$ cat src/rtl/window_scan_ctrl_if.sv
// rtl/window_scan_ctrl_if.sv - address, sum and result handshake bundle for window_scan_ctrl
interface window_scan_ctrl_if #(
  parameter int W_DATA     = 26,
  parameter int IMG_WIDTH  = 320,
  parameter int IMG_HEIGHT = 240
);
  localparam int W_ADDR = $clog2(IMG_WIDTH * IMG_HEIGHT);
  localparam int W_X    = $clog2(IMG_WIDTH);
  localparam int W_Y    = $clog2(IMG_HEIGHT);

  logic              addr_valid;
  logic              addr_ready;
  logic [W_ADDR-1:0] addr_data;
  logic [1:0]        addr_eot;
  logic              sum_valid;
  logic              sum_ready;
  logic [W_DATA+1:0] sum_data;
  logic              res_valid;
  logic              res_ready;
  logic [W_X-1:0]    res_x;
  logic [W_Y-1:0]    res_y;
  logic [W_DATA+1:0] res_sum;

  modport master (
    output addr_valid, addr_data, addr_eot, sum_ready, res_valid, res_x, res_y, res_sum,
    input  addr_ready, sum_valid, sum_data, res_ready
  );

  modport slave (
    input  addr_valid, addr_data, addr_eot, sum_ready, res_valid, res_x, res_y, res_sum,
    output addr_ready, sum_valid, sum_data, res_ready
  );
endinterface

$ cat src/rtl/window_scan_ctrl.sv
// rtl/window_scan_ctrl.sv - raster window scan sequencer; WINDOW_SCAN_CTRL_CNT_EN adds win_cnt output
module window_scan_ctrl #(
  parameter int W_DATA        = 26,
  parameter int IMG_WIDTH     = 320,
  parameter int IMG_HEIGHT    = 240,
  parameter int WINDOW_WIDTH  = 24,
  parameter int WINDOW_HEIGHT = 24,
  parameter int STEP          = 1
) (
  input  logic clk,
  input  logic rst,
  input  logic start,
  output logic busy,
  output logic done,
  window_scan_ctrl_if.master bus
`ifdef WINDOW_SCAN_CTRL_CNT_EN
  ,
  output logic [$clog2(((IMG_WIDTH - WINDOW_WIDTH) / STEP + 1) *
                       ((IMG_HEIGHT - WINDOW_HEIGHT) / STEP + 1) + 1) - 1:0] win_cnt
`endif
);
  localparam int W_ADDR = $clog2(IMG_WIDTH * IMG_HEIGHT);
  localparam int W_X    = $clog2(IMG_WIDTH);
  localparam int W_Y    = $clog2(IMG_HEIGHT);
  localparam int W_SUM  = W_DATA + 2;

  localparam logic [2:0] S_IDLE   = 3'd0;
  localparam logic [2:0] S_STREAM = 3'd1;
  localparam logic [2:0] S_WAIT   = 3'd2;
  localparam logic [2:0] S_RESULT = 3'd3;
  localparam logic [2:0] S_DONE   = 3'd4;

  localparam logic [W_X-1:0]    COL_LAST = W_X'(WINDOW_WIDTH - 1);
  localparam logic [W_Y-1:0]    ROW_LAST = W_Y'(WINDOW_HEIGHT - 1);
  localparam logic [W_X-1:0]    X_ONE    = W_X'(1);
  localparam logic [W_Y-1:0]    Y_ONE    = W_Y'(1);
  localparam logic [W_X-1:0]    X_STEP   = W_X'(STEP);
  localparam logic [W_Y-1:0]    Y_STEP   = W_Y'(STEP);
  localparam logic [W_ADDR-1:0] A_ONE    = W_ADDR'(1);
  // jump from the last pixel of a window row to the first pixel of the next row
  localparam logic [W_ADDR-1:0] A_ROW    = W_ADDR'(IMG_WIDTH - WINDOW_WIDTH + 1);
  localparam logic [W_ADDR-1:0] A_STEP   = W_ADDR'(STEP);
  localparam logic [W_ADDR-1:0] A_YSTEP  = W_ADDR'(STEP * IMG_WIDTH);
  localparam logic [1:0] EOT_FIRST = {(WINDOW_WIDTH == 1) && (WINDOW_HEIGHT == 1), WINDOW_WIDTH == 1};

  logic [2:0]        state;
  logic [W_X-1:0]    win_x;
  logic [W_Y-1:0]    win_y;
  logic [W_X-1:0]    pix_col;
  logic [W_Y-1:0]    pix_row;
  logic [W_ADDR-1:0] row_base;
  logic              x_fits;
  logic              y_fits;
  logic              col_last;
  logic              beat_last;

  function automatic logic [1:0] eot_for(input logic [W_X-1:0] col, input logic [W_Y-1:0] row);
    return {(col == COL_LAST) && (row == ROW_LAST), col == COL_LAST};
  endfunction

  assign x_fits    = (32'(win_x) + STEP + WINDOW_WIDTH) <= IMG_WIDTH;
  assign y_fits    = (32'(win_y) + STEP + WINDOW_HEIGHT) <= IMG_HEIGHT;
  assign col_last  = (pix_col == COL_LAST);
  assign beat_last = col_last && (pix_row == ROW_LAST);

  always_ff @(posedge clk) begin
    if (rst) begin
      state          <= S_IDLE;
      busy           <= 1'b0;
      done           <= 1'b0;
      win_x          <= '0;
      win_y          <= '0;
      pix_col        <= '0;
      pix_row        <= '0;
      row_base       <= '0;
      bus.addr_valid <= 1'b0;
      bus.addr_data  <= '0;
      bus.addr_eot   <= 2'b00;
      bus.sum_ready  <= 1'b0;
      bus.res_valid  <= 1'b0;
      bus.res_x      <= '0;
      bus.res_y      <= '0;
      bus.res_sum    <= '0;
    end else begin
      done <= 1'b0;
      case (state)
        S_IDLE: begin
          if (start) begin
            state          <= S_STREAM;
            busy           <= 1'b1;
            win_x          <= '0;
            win_y          <= '0;
            pix_col        <= '0;
            pix_row        <= '0;
            row_base       <= '0;
            bus.addr_valid <= 1'b1;
            bus.addr_data  <= '0;
            bus.addr_eot   <= EOT_FIRST;
          end
        end
        S_STREAM: begin
          if (bus.addr_ready) begin
            if (beat_last) begin
              state          <= S_WAIT;
              pix_col        <= '0;
              pix_row        <= '0;
              bus.addr_valid <= 1'b0;
              bus.addr_eot   <= 2'b00;
              bus.sum_ready  <= 1'b1;
            end else if (col_last) begin
              pix_col       <= '0;
              pix_row       <= pix_row + Y_ONE;
              bus.addr_data <= bus.addr_data + A_ROW;
              bus.addr_eot  <= eot_for('0, pix_row + Y_ONE);
            end else begin
              pix_col       <= pix_col + X_ONE;
              bus.addr_data <= bus.addr_data + A_ONE;
              bus.addr_eot  <= eot_for(pix_col + X_ONE, pix_row);
            end
          end
        end
        S_WAIT: begin
          if (bus.sum_valid) begin
            state         <= S_RESULT;
            bus.sum_ready <= 1'b0;
            bus.res_valid <= 1'b1;
            bus.res_sum   <= W_SUM'(bus.sum_data);
            bus.res_x     <= win_x;
            bus.res_y     <= win_y;
          end
        end
        S_RESULT: begin
          if (bus.res_ready) begin
            bus.res_valid <= 1'b0;
            if (x_fits) begin
              state          <= S_STREAM;
              win_x          <= win_x + X_STEP;
              bus.addr_valid <= 1'b1;
              bus.addr_data  <= row_base + W_ADDR'(win_x) + A_STEP;
              bus.addr_eot   <= EOT_FIRST;
            end else if (y_fits) begin
              state          <= S_STREAM;
              win_x          <= '0;
              win_y          <= win_y + Y_STEP;
              row_base       <= row_base + A_YSTEP;
              bus.addr_valid <= 1'b1;
              bus.addr_data  <= row_base + A_YSTEP;
              bus.addr_eot   <= EOT_FIRST;
            end else begin
              state <= S_DONE;
              busy  <= 1'b0;
              done  <= 1'b1;
            end
          end
        end
        S_DONE: state <= S_IDLE;
        default: state <= S_IDLE;
      endcase
    end
  end

`ifdef WINDOW_SCAN_CTRL_CNT_EN
  localparam int CNT_W = $bits(win_cnt);

  always_ff @(posedge clk) begin
    if (rst) begin
      win_cnt <= '0;
    end else if (state == S_IDLE && start) begin
      win_cnt <= '0;
    end else if (state == S_RESULT && bus.res_ready) begin
      win_cnt <= win_cnt + CNT_W'(1);
    end
  end
`endif
endmodule

$ cat src/flat_wrapper.sv
// flat-port wrapper written by rule: the top's interface ports become plain ports
module window_scan_ctrl_flat 
#(
  parameter int W_DATA        = 26,
  parameter int IMG_WIDTH     = 320,
  parameter int IMG_HEIGHT    = 240,
  parameter int WINDOW_WIDTH  = 24,
  parameter int WINDOW_HEIGHT = 24,
  parameter int STEP          = 1
)
  (clk, rst, start, busy, done, bus_addr_valid, bus_addr_data, bus_addr_eot, bus_sum_ready, bus_res_valid, bus_res_x, bus_res_y, bus_res_sum, bus_addr_ready, bus_sum_valid, bus_sum_data, bus_res_ready);
  window_scan_ctrl_if #(.W_DATA(W_DATA), .IMG_WIDTH(IMG_WIDTH), .IMG_HEIGHT(IMG_HEIGHT)) bus_i ();
  input  logic clk;
  input  logic rst;
  input  logic start;
  output logic busy;
  output logic done;
  output wire logic [$bits(bus_i.addr_valid)-1:0] bus_addr_valid;
  output wire logic [$bits(bus_i.addr_data)-1:0] bus_addr_data;
  output wire logic [$bits(bus_i.addr_eot)-1:0] bus_addr_eot;
  output wire logic [$bits(bus_i.sum_ready)-1:0] bus_sum_ready;
  output wire logic [$bits(bus_i.res_valid)-1:0] bus_res_valid;
  output wire logic [$bits(bus_i.res_x)-1:0] bus_res_x;
  output wire logic [$bits(bus_i.res_y)-1:0] bus_res_y;
  output wire logic [$bits(bus_i.res_sum)-1:0] bus_res_sum;
  input wire logic [$bits(bus_i.addr_ready)-1:0] bus_addr_ready;
  input wire logic [$bits(bus_i.sum_valid)-1:0] bus_sum_valid;
  input wire logic [$bits(bus_i.sum_data)-1:0] bus_sum_data;
  input wire logic [$bits(bus_i.res_ready)-1:0] bus_res_ready;
  assign bus_addr_valid = bus_i.addr_valid;
  assign bus_addr_data = bus_i.addr_data;
  assign bus_addr_eot = bus_i.addr_eot;
  assign bus_sum_ready = bus_i.sum_ready;
  assign bus_res_valid = bus_i.res_valid;
  assign bus_res_x = bus_i.res_x;
  assign bus_res_y = bus_i.res_y;
  assign bus_res_sum = bus_i.res_sum;
  assign bus_i.addr_ready = bus_addr_ready;
  assign bus_i.sum_valid = bus_sum_valid;
  assign bus_i.sum_data = bus_sum_data;
  assign bus_i.res_ready = bus_res_ready;
  window_scan_ctrl #(.W_DATA(W_DATA), .IMG_WIDTH(IMG_WIDTH), .IMG_HEIGHT(IMG_HEIGHT), .WINDOW_WIDTH(WINDOW_WIDTH), .WINDOW_HEIGHT(WINDOW_HEIGHT), .STEP(STEP)) u_core (.clk(clk), .rst(rst), .start(start), .busy(busy), .done(done), .bus(bus_i));
endmodule
$ cat config.mk
export PLATFORM = sky130hd
export DESIGN_NAME = window_scan_ctrl_flat
export DESIGN_NICKNAME = d
export VERILOG_FILES = /design/src/rtl/window_scan_ctrl_if.sv /design/src/rtl/window_scan_ctrl.sv /design/src/flat_wrapper.sv
export SDC_FILE = /design/constraint.sdc
export NUM_CORES = 1
export LEC_CHECK = 0
export ABC_AREA = 1
export CORE_MARGIN = 2
export CORE_UTILIZATION = 55
export DETAILED_ROUTE_END_ITERATION = 7
export PLACE_DENSITY = 0.85
export SLEW_MARGIN = 15
export SYNTH_ARGS = -nofsm -noshare
export SYNTH_HDL_FRONTEND = slang
export SYNTH_SLANG_ARGS = --single-unit
$ cat constraint.sdc
create_clock -name clk -period 3.6 [get_ports clk]
set_input_delay 0.9 -clock clk [delete_from_list [all_inputs] [get_ports clk]]
set_output_delay 0.9 -clock clk [all_outputs]
set_load 0.05 [all_outputs]
==> flow_summary.yaml <==
timing:
  max_freq_ghz: 0.323
  skew_ns: 0.00683
  worst_slew_pin_slew_ns: 0.913
  post-route-period-util_pct: 86.0
  slew_headroom_pct: 38.8
  setup_viol_count_final: 0
  rsz0062_at_grt: "no"
  setup_tns_ns: 0
  hold_viol: 0
  layout_min_cycle_time_ns: 3.10
  finalMaxSlewViolations: 0
place:
  place_congestion: 0.961
  io_buffers: 102
  hpwl_um: 12000
final_layout:
  fillerInstances: 918
  fin_util_pct: 71.7
  antenna_cells: 0
  drive_gt1_share_pct: 8.01
  finalNetCount: 1138
  synthToLayoutAreaGrowth_pct: 25.7
  regArea_mm2: 0.00234
  multi_input_area_mm2: 0.00368
grt:
  grt_pass1_vias: 6118
  antenna_found_initial: 0
  grt_pass1_wl_um: 28400
  grt_max_degree: 39
  gr-total-overflow: 0
  track_usage_pct: 27.2
critical_path:
  arrival_ns: 3.45
  setup.worst_path.start_class: "register"
  cp_slowest_cell: "dfxtp_1"
  crit_buf_inv: 3
  endpoint_kind: "register"
  crit_family: "simple AND/OR/NAND/NOR gates"
  cp_common_cell: "nand2_1"
  worstPathMaxFanout: 12
  critPathKind: "register to register"
  required_ns: 3.96
  crit_chain: "ha_1 > nand3_2 > inv_1 > nand2_1 > nand2_1 > inv_1 > ha_1 > nand2_1 > nor2_1 > nand3_1 > nand3_1 > nand2_1 > nand2_2 > nand3_2 > buf_4 > or2_0 > o21ai_1 > nor2_1 > nor2_1"
  cpPeakStageDelay_ns: 0.54
die:
  io_pins: 103
  core_area_mm2: 0.0116
  rows: 39
  die_h_um: 113
  fp.dieW_um: 113
  start_util_pct: 57.0
  dieArea_mm2: 0.0129
routing:
  drt_pass1_iterations: 6
  via_per_inst: 5.40
  wire_per_inst_um: 13.8
  num_vias: 6713
  ant_nets: 0
  drc: 0
  drt_iter0_drc: 544
  drt_wl_total_um: 17200
synth:
  synth_nets: 1043
  synthFlopType: "dfxtp_1"
  synthTopCellsByCount: "nand2_1, nor2_1, dfxtp_1"
  synthCells: 991
  synth-edff-count: 0
  syn_area_per_cell_um2: 6.65
  synthesis.area_mm2: 0.00659
  yosys_register_bits: 117
  async_reset_ff_share_pct: 0
  netlist.area_leader.share_pct: 35.5
  yosysSeqAreaShare_pct: 35.5
  synth.distinct_cells: 45
  synth.area.top_cells: "dfxtp_1, nand2_1, nor2_1"
  ys_warn_count: 0
  synth_area_leader_cell: "dfxtp_1"
  yosysMostFrequentCell: "nand2_1"
clocking:
  htreeDepth: 4
  insertion_delay_ns: 0.42
  clockBufferDepth: 2
  clock-root-buffer: "clkbuf_16"
  holdBufCountCts: 0
  cts_buffers: 17
  clock_sinks: 117
  cts_tree: "built"
  path_clk_slew_ns: 0.06
power_and_ir_drop:
  power.density_mw_per_mm2: 740
  ir_drop_uv: 494
  p_leak_uw: 0.00350
hold_path:
  holdCritPathClass: "register to register"
flow_run:
  drv_cap: 0
outcome:
  status: "completed"
-- state kept, by name, indices dropped and copies added (netlist names), 2 cells and up --
| name | count |
|---|---|
| u_core.bus.addr_data | 17 |
| u_core.pix_col | 9 |
| u_core.bus.addr_eot | 2 |
| u_core.bus.res_x | 9 |
| u_core.bus.res_y | 8 |
| u_core.win_x | 9 |
| u_core.state | 3 |
| u_core.win_y | 8 |
| u_core.pix_row | 8 |
| u_core.row_base | 11 |
| u_core.bus.res_sum | 28 |
-- per-stage QoR --
step	cell area [µm²]	power (µW)	hold slack, ns	cells	worst slack, ns
6_report	8290	6140	0.466	1242	0.505
5_1_grt	8290	6500	0.486	1242	0.175
4_1_cts	8280	6130	0.467	1242	0.367
3_5_place_dp	7670	4360	0.457	1210	0.376
3_3_place_gp	7670	4300	0.448	1210	0.553
2_1_floorplan	6590	3750	0.445	991	1.03
-- cell families (layout without fill, tap and decap cells) --
kind of cell	Yosys count	after routing	share of synthesized area, %
and+or+nand+nor	503	503	33.7
AOI/OAI and AO/OA	190	190	15.3
buffers and inverters	139	247	8.84
DFF	117	117	35.5
xor gates and xnor gates	24	24	3.19
adders and majority gates	18	18	3.42
-- area by class of cell --
cell class | count | share of cell area, %
multi-input combinational | 735 | 44.4
sequential | 117 | 28.3
timing repair buffer | 111 | 13.1
clock buffer | 23 | 5.89
inverter | 104 | 4.71
tap | 143 | 2.16
clock inverter | 9 | 1.49
-- repair_timing --
| item | CTS | global route |
|---|---|---|
| setup buffers | 0 | 0 |
| setup endpoints to repair | 0 | 5 |
| resized for setup | 0 | 1 |
-- worst register-to-register path: cells and delay by family, from the launching register on --
family	cells	cell delay, ns
AND/OR/NAND/NOR	13	1.41
flip-flops	1	0.54
adder cells (fa/ha/maj)	2	0.53
buffers and inverters	3	0.44
AO/OA/AOI/OAI	1	0.11
-- cells in the final DEF, fill, tap and decap left out, types with 3 or more instances in the layout --
| master | synthesis | layout |
|---|---|---|
| ha_1 | 18 | 18 |
| nor2_2 | 5 | 5 |
| a21oi_1 | 76 | 76 |
| nand2_4 | 3 | 3 |
| bufinv_16 | 0 | 3 |
| nand4_1 | 13 | 13 |
| dfxtp_1 | 117 | 117 |
| xnor2_1 | 3 | 3 |
| inv_1 | 91 | 91 |
| nor3_1 | 18 | 18 |
| nor2_4 | 3 | 3 |
| inv_2 | 10 | 11 |
| buf_4 | 4 | 9 |
| clkdlybuf4s50_1 | 0 | 102 |
| nand3_1 | 53 | 53 |
| a2bb2oi_1 | 3 | 3 |
| nand2_2 | 11 | 11 |
| clkbuf_8 | 0 | 4 |
| o21ai_1 | 10 | 10 |
| o22ai_1 | 3 | 3 |
| o21ai_0 | 88 | 88 |
| nand3_4 | 3 | 4 |
| nand2_1 | 211 | 211 |
| clkbuf_16 | 0 | 17 |
| xor2_1 | 21 | 21 |
| nor2_1 | 168 | 168 |
| nand3_2 | 5 | 4 |
| clkinv_2 | 0 | 5 |
-- report_power, final --
group | total (µW) | leakage [µW] | internal [µW] | switching, µW
sequential | 1830 | 0.000951 | 1560 | 268
clock | 1750 | 0.000307 | 1160 | 590
combinational | 2560 | 0.00224 | 810 | 1750
total | 6140 | 0.00350 | 3530 | 2610
-- layer usage --
layer / routed length, µm / vias to the layer above / global-route usage [%]
li1: - / 3405 / -
met1: 7590 / 3055 / 34.0
met2: 8030 / 220 / 44.5
met3: 1200 / 33 / 7.55
met4: 362 / 0 / 11.1
met5: 0 / - / 0
-- worst paths after layout --
kind	startpoint	to	slack (ns)	depth (start not counted)
worst min register to register	u_core.bus.sum_ready	u_core.bus.sum_ready	0.47	2
worst min-delay path	u_core.bus.sum_ready	u_core.bus.sum_ready	0.47	2
worst max register to register	u_core.win_x[0]	u_core.bus.addr_data[0]	0.50	19
worst max-delay path	u_core.win_x[0]	u_core.bus.addr_data[0]	0.50	19
(Power assumes the default switching activity.)
==> variant 1 (same flow settings) <==
`IMG_WIDTH` is set to 320 in 3 places; all go to 1280.
--- a/src/rtl/window_scan_ctrl_if.sv
+++ b/src/rtl/window_scan_ctrl_if.sv
@@ -3,3 +3,3 @@
   parameter int W_DATA     = 26,
-  parameter int IMG_WIDTH  = 320,
+  parameter int IMG_WIDTH  = 1280,
   parameter int IMG_HEIGHT = 240
--- a/src/rtl/window_scan_ctrl.sv
+++ b/src/rtl/window_scan_ctrl.sv
@@ -3,3 +3,3 @@
   parameter int W_DATA        = 26,
-  parameter int IMG_WIDTH     = 320,
+  parameter int IMG_WIDTH     = 1280,
   parameter int IMG_HEIGHT    = 240,
--- a/src/flat_wrapper.sv
+++ b/src/flat_wrapper.sv
@@ -4,3 +4,3 @@
   parameter int W_DATA        = 26,
-  parameter int IMG_WIDTH     = 320,
+  parameter int IMG_WIDTH     = 1280,
   parameter int IMG_HEIGHT    = 240,
Interface: changed (resized bus_addr_data and bus_res_x); port bits go from 103 to 107. No check against the original RTL was run, so the function may have changed too.
==> variant 1 against the unedited design <==
- clock skew is 0.0042 ns higher
- sequential cell count rose by 8
- final area rose by 6.3%
- power grew 5.6%
- count of clock-buffer cells in the layout unchanged
- worst setup slack improved by 0.016 ns
- wire length up 7.5%
- area after synthesis up 5.4%
- highest routed layer unchanged
==> variant 1: results (changes against the unedited design) <==
Global routing
  – Number of global-route vias before repair: 6682 (+9.2%)
  – Grt met1 use: 0.345 (+0.00487)
  – Met2 usage: 0.454 (+0.00955)
  – Total Routing Usage GR: 0.279 (+0.00686)
  – Largest net degree at the start of global routing: 82 (+110%)

Routing
  – Detail Route met3 WL: 1460 µm (+22%)
  – Via density: 5.47 (+1.2%)
  – WL final: 18500 µm (+7.5%)
  – Met2 wire length: 8510 µm (+5.9%)
  – Iter 0 DRT Violations: 572 (+5.1%)
  – Drt pass-1 iters: 7 (+1)
  – Length of routed wiring on met1: 8020 µm (+5.7%)
  – Routed len/inst: 13.9 µm (+0.81%)

Placement
  – Dpl hpwl: 12700 µm (+5.1%)
  – Placer Congestion: 0.890 (-7.4%)
  – DP Worst Slack: 0.579 ns (+0.202 ns)
  – Placed Cells: 1294 (+6.9%)

Synthesis
  – Post-synth top cells: nand2_1, nor2_1, dfxtp_1, o21ai_0, inv_1
  – Largest cells by area after synthesis: dfxtp_1, nand2_1, nor2_1
  – Post-synthesis sequential area ratio: 0.360 (+0.00469)
  – Post-synthesis adder-cell area fraction: 0.0360 (+0.00184)
  – Synth Area in Compound Gates: 0.167 (+0.0140)
  – Syn Nets: 1092 (+4.7%)
  – Post-synthesis area per instance: 6.70 µm² (+0.67%)
  – Mux cell area share after synthesis: 0 (unchanged)
  – Synth Area in XOR/XNOR: 0.0376 (+0.00573)

Pwr
  – PwrDens: 735 mW/mm² (-0.70%)
  – Psw: 2.73 mW (+4.5%)
  – Worst VDD drop: 0.368 mV (-25%)
  – P_clk: 1.83 mW (+5%)

Critical path
  – Capture point of the worst reg-to-reg path: u_core.win_x[2]
  – R2r startpoint: u_core.win_y[0]
  – Worst path max stage delay: 0.43 ns (-0.11 ns)
  – WP data arrival: 3.39 ns (-0.06 ns)
  – Worst Reg-to-Reg Cells: 14 (-5)
  – Slowest-stage cell, CP: nand2_1

Finish
  – Final nets: 1195 (+5.0%)
  – Biggest regs: u_core.bus.res_sum (28), u_core.bus.addr_data (19)
  – Fraction of layout cells with a size suffix above 1: 0.0825 (+0.00239)
  – Fill count: 1022 (+11%)

Clocking
  – # H-tree levels: 4 (unchanged)
  – Clk pin slew, worst setup/hold paths: 0.06 ns (about the same)

Timing
  – Clk_skew: 0.0111 ns (+0.00423 ns)
  – Fin crit share: 0.855 (-0.00443)

Run status
  – Outcome: completed

Min path
  – Worst Hold Launch: u_core.busy
==> variant 1: cell types whose count changed in the layout (fill, tap and decap cells not counted), sizes merged, moves of 4 or more <==
cell / unedited run / this run
a21oi: 77 / 82
nand3: 61 / 46
nor2: 177 / 184
clkinv: 8 / 4
o21bai: 1 / 5
o21ai: 98 / 109
buf: 9 / 17
nor3b: 1 / 6
nor4: 1 / 5
clkdlybuf4s50: 102 / 106
dfxtp: 117 / 125
inv: 102 / 106
==> variant 1: worst min path at each step <==
stage / to / slack (ns) / cells after the start
2_1_floorplan: u_core.pix_col[4] / 0.46 / 2
3_3_place_gp: u_core.bus.sum_ready / 0.46 / 2
3_5_place_dp: u_core.bus.sum_ready / 0.46 / 2
4_1_cts: u_core.busy / 0.48 / 2
5_1_grt: u_core.pix_row[1] / 0.51 / 2
6_report: u_core.busy / 0.48 / 2
==> variant 1: worst register-to-register path: stages, from the launching register on <==
cell      delay [ns]
dfxtp_1         0.40
ha_1            0.22
nand2_1         0.09
nor2_2          0.14
xnor2_1         0.18
ha_1            0.27
o21bai_1        0.15
nor3b_1         0.20
nand3_1         0.18
a21oi_4         0.27
nand2_8         0.09
nand2_1         0.43
inv_2           0.11
o21ai_0         0.17
nor2_1          0.07
==> variant 1: final cells by class <==
cell class	count	area, µm²	area share
well taps	172	215	0.0244
multi-input cells	767	3870	0.439
inverters	107	402	0.0456
repair buffers	123	1200	0.136
clock inverters	7	135	0.0153
flip-flops and latches	125	2500	0.284
clock buffers	23	488	0.0554
==> variant 1: metrics by stage <==
step	util	cell area, µm²
floorplan	-	6950
global placement	0.657	8190
detailed placement	0.657	8190
CTS	0.707	8810
global route	0.707	8810
finish	0.707	8810
==> variant 2 (config.mk and constraints unchanged) <==
Without the edit above. `WINDOW_WIDTH` is set to 24 in 2 places; all go to 12.
--- a/src/rtl/window_scan_ctrl.sv
+++ b/src/rtl/window_scan_ctrl.sv
@@ -5,3 +5,3 @@
   parameter int IMG_HEIGHT    = 240,
-  parameter int WINDOW_WIDTH  = 24,
+  parameter int WINDOW_WIDTH  = 12,
   parameter int WINDOW_HEIGHT = 24,
--- a/src/flat_wrapper.sv
+++ b/src/flat_wrapper.sv
@@ -6,3 +6,3 @@
   parameter int IMG_HEIGHT    = 240,
-  parameter int WINDOW_WIDTH  = 24,
+  parameter int WINDOW_WIDTH  = 12,
   parameter int WINDOW_HEIGHT = 24,
Function: no difference found for any inputs over 10 cycles, from zero or initial values and one cycle with rst high; that may be too few to reach the edited logic, so the function may still have changed.
==> variant 2 against the unedited design <==
- worst setup slack improved by 0.13 ns
- area after synthesis fell by 2.1%
- wire length fell by 2.4%
- sequential cell count stayed put
- worst hold slack better by 0.0015 ns
- synthesized cell count fell by 1.0%
- final area shrank 2.4%
- power down 2.8%
- critical path depth did not move
- largest cell class unchanged
- largest power group unchanged
- highest routed layer unchanged
==> variant 2: results (changes against the unedited design) <==
Run status
  – Outcome: completed

Critical path
  – R2R setup slack: 0.64 ns (+0.13 ns)
  – Top Family by Delay on Critical Path: simple AND/OR/NAND/NOR gates
  – Crit-path max FO: 5 (-7)
  – R2r startpoint: u_core.pix_col[1]
  – Capture point of the worst reg-to-reg path: u_core.bus.addr_data[9]
  – WP data arrival: 3.27 ns (-0.18 ns)
  – Worst path max stage delay: 0.38 ns (-0.16 ns)

Synthesis
  – Syn Nets: 1033 (-0.96%)
  – Synth Area in XOR/XNOR: 0.0271 (-0.00474)
  – Cell variety after synth: 43 (-4.4%)
  – Post-synthesis area per instance: 6.58 µm² (-1.1%)
  – Post-synthesis sequential area ratio: 0.363 (+0.00764)
  – Post-synth top cells: nand2_1, nor2_1, dfxtp_1, inv_1, o21ai_0
  – Synth Area in Compound Gates: 0.154 (+0.000581)
  – Post-synthesis adder-cell area fraction: 0.0349 (+0.000735)
  – Largest cells by area after synthesis: dfxtp_1, nand2_1, nor2_1

Routing
  – Length of routed wiring on met1: 7460 µm (-1.7%)
  – Met2 wire length: 7590 µm (-5.5%)
  – Iter 0 DRT Violations: 542 (-0.37%)
  – Via density: 5.49 (+1.6%)
  – Detail Route met3 WL: 1490 µm (+24%)
  – Drt pass-1 iters: 7 (+1)

Global routing
  – Largest net degree at the start of global routing: 49 (+26%)
  – First-pass GRT wire length: 28600 µm (+0.73%)
  – Met2 usage: 0.441 (-0.00375)
  – Grt met1 use: 0.363 (+0.0227)
  – Met3 usage: 0.0751 (-0.000398)

Timing
  – Hold slack: 0.467 ns (+0.00150 ns)
  – Clk_skew: 0.0118 ns (+0.00501 ns)
  – Post-route setup slack: 0.638 ns (+0.133 ns)
  – Slew @ Worst Pin: 0.734 ns (-0.179 ns)

Placement
  – Placement Cell Area: 0.00751 mm² (-2.0%)
  – Placer Congestion: 0.953 (-0.79%)
  – DP Worst Slack: 0.633 ns (+0.257 ns)

Finish
  – Fraction of layout cells with a size suffix above 1: 0.0591 (-0.0209)
  – Non-Filler Instances: 1225 (-1.4%)
  – Final nets: 1121 (-1.5%)
  – Fill count: 982 (+7.0%)

Clocking
  – Resize count post-CTS: 0 (unchanged)

Pwr
  – Pleak: 3.37 nW (-3.8%)
  – Worst VDD drop: 0.660 mV (+34%)
variant 2: cell count changes after synthesis, sizes merged, moves of 3 or more:
cell / before / now
nand3: 61 / 58
nor2: 177 / 166
nand4: 14 / 20
or2: 5 / 9
nor3: 18 / 15
a21oi: 77 / 73
inv: 101 / 96
clkbuf: 21 / 27
o211ai: 0 / 4
o21ai: 98 / 94
variant 2: power by group through the flow:
stage / Sequential (mW) / Clock, mW / Combinational (mW)
after floorplan: 2.35 / 0 / 1.35
after global placement: 1.85 / 0 / 2.42
after detailed placement: 1.85 / 0 / 2.46
after CTS: 1.83 / 1.66 / 2.48
after global routing: 1.88 / 1.73 / 2.76
final: 1.84 / 1.64 / 2.49
variant 2: area by class of cell:
cell class / count / share of cell area
clock buffer: 23 / 0.0579
clock inverter: 9 / 0.0127
inverter: 98 / 0.0458
multi-input combinational: 726 / 0.437
sequential: 117 / 0.290
tap: 143 / 0.0221
timing repair buffer: 109 / 0.134
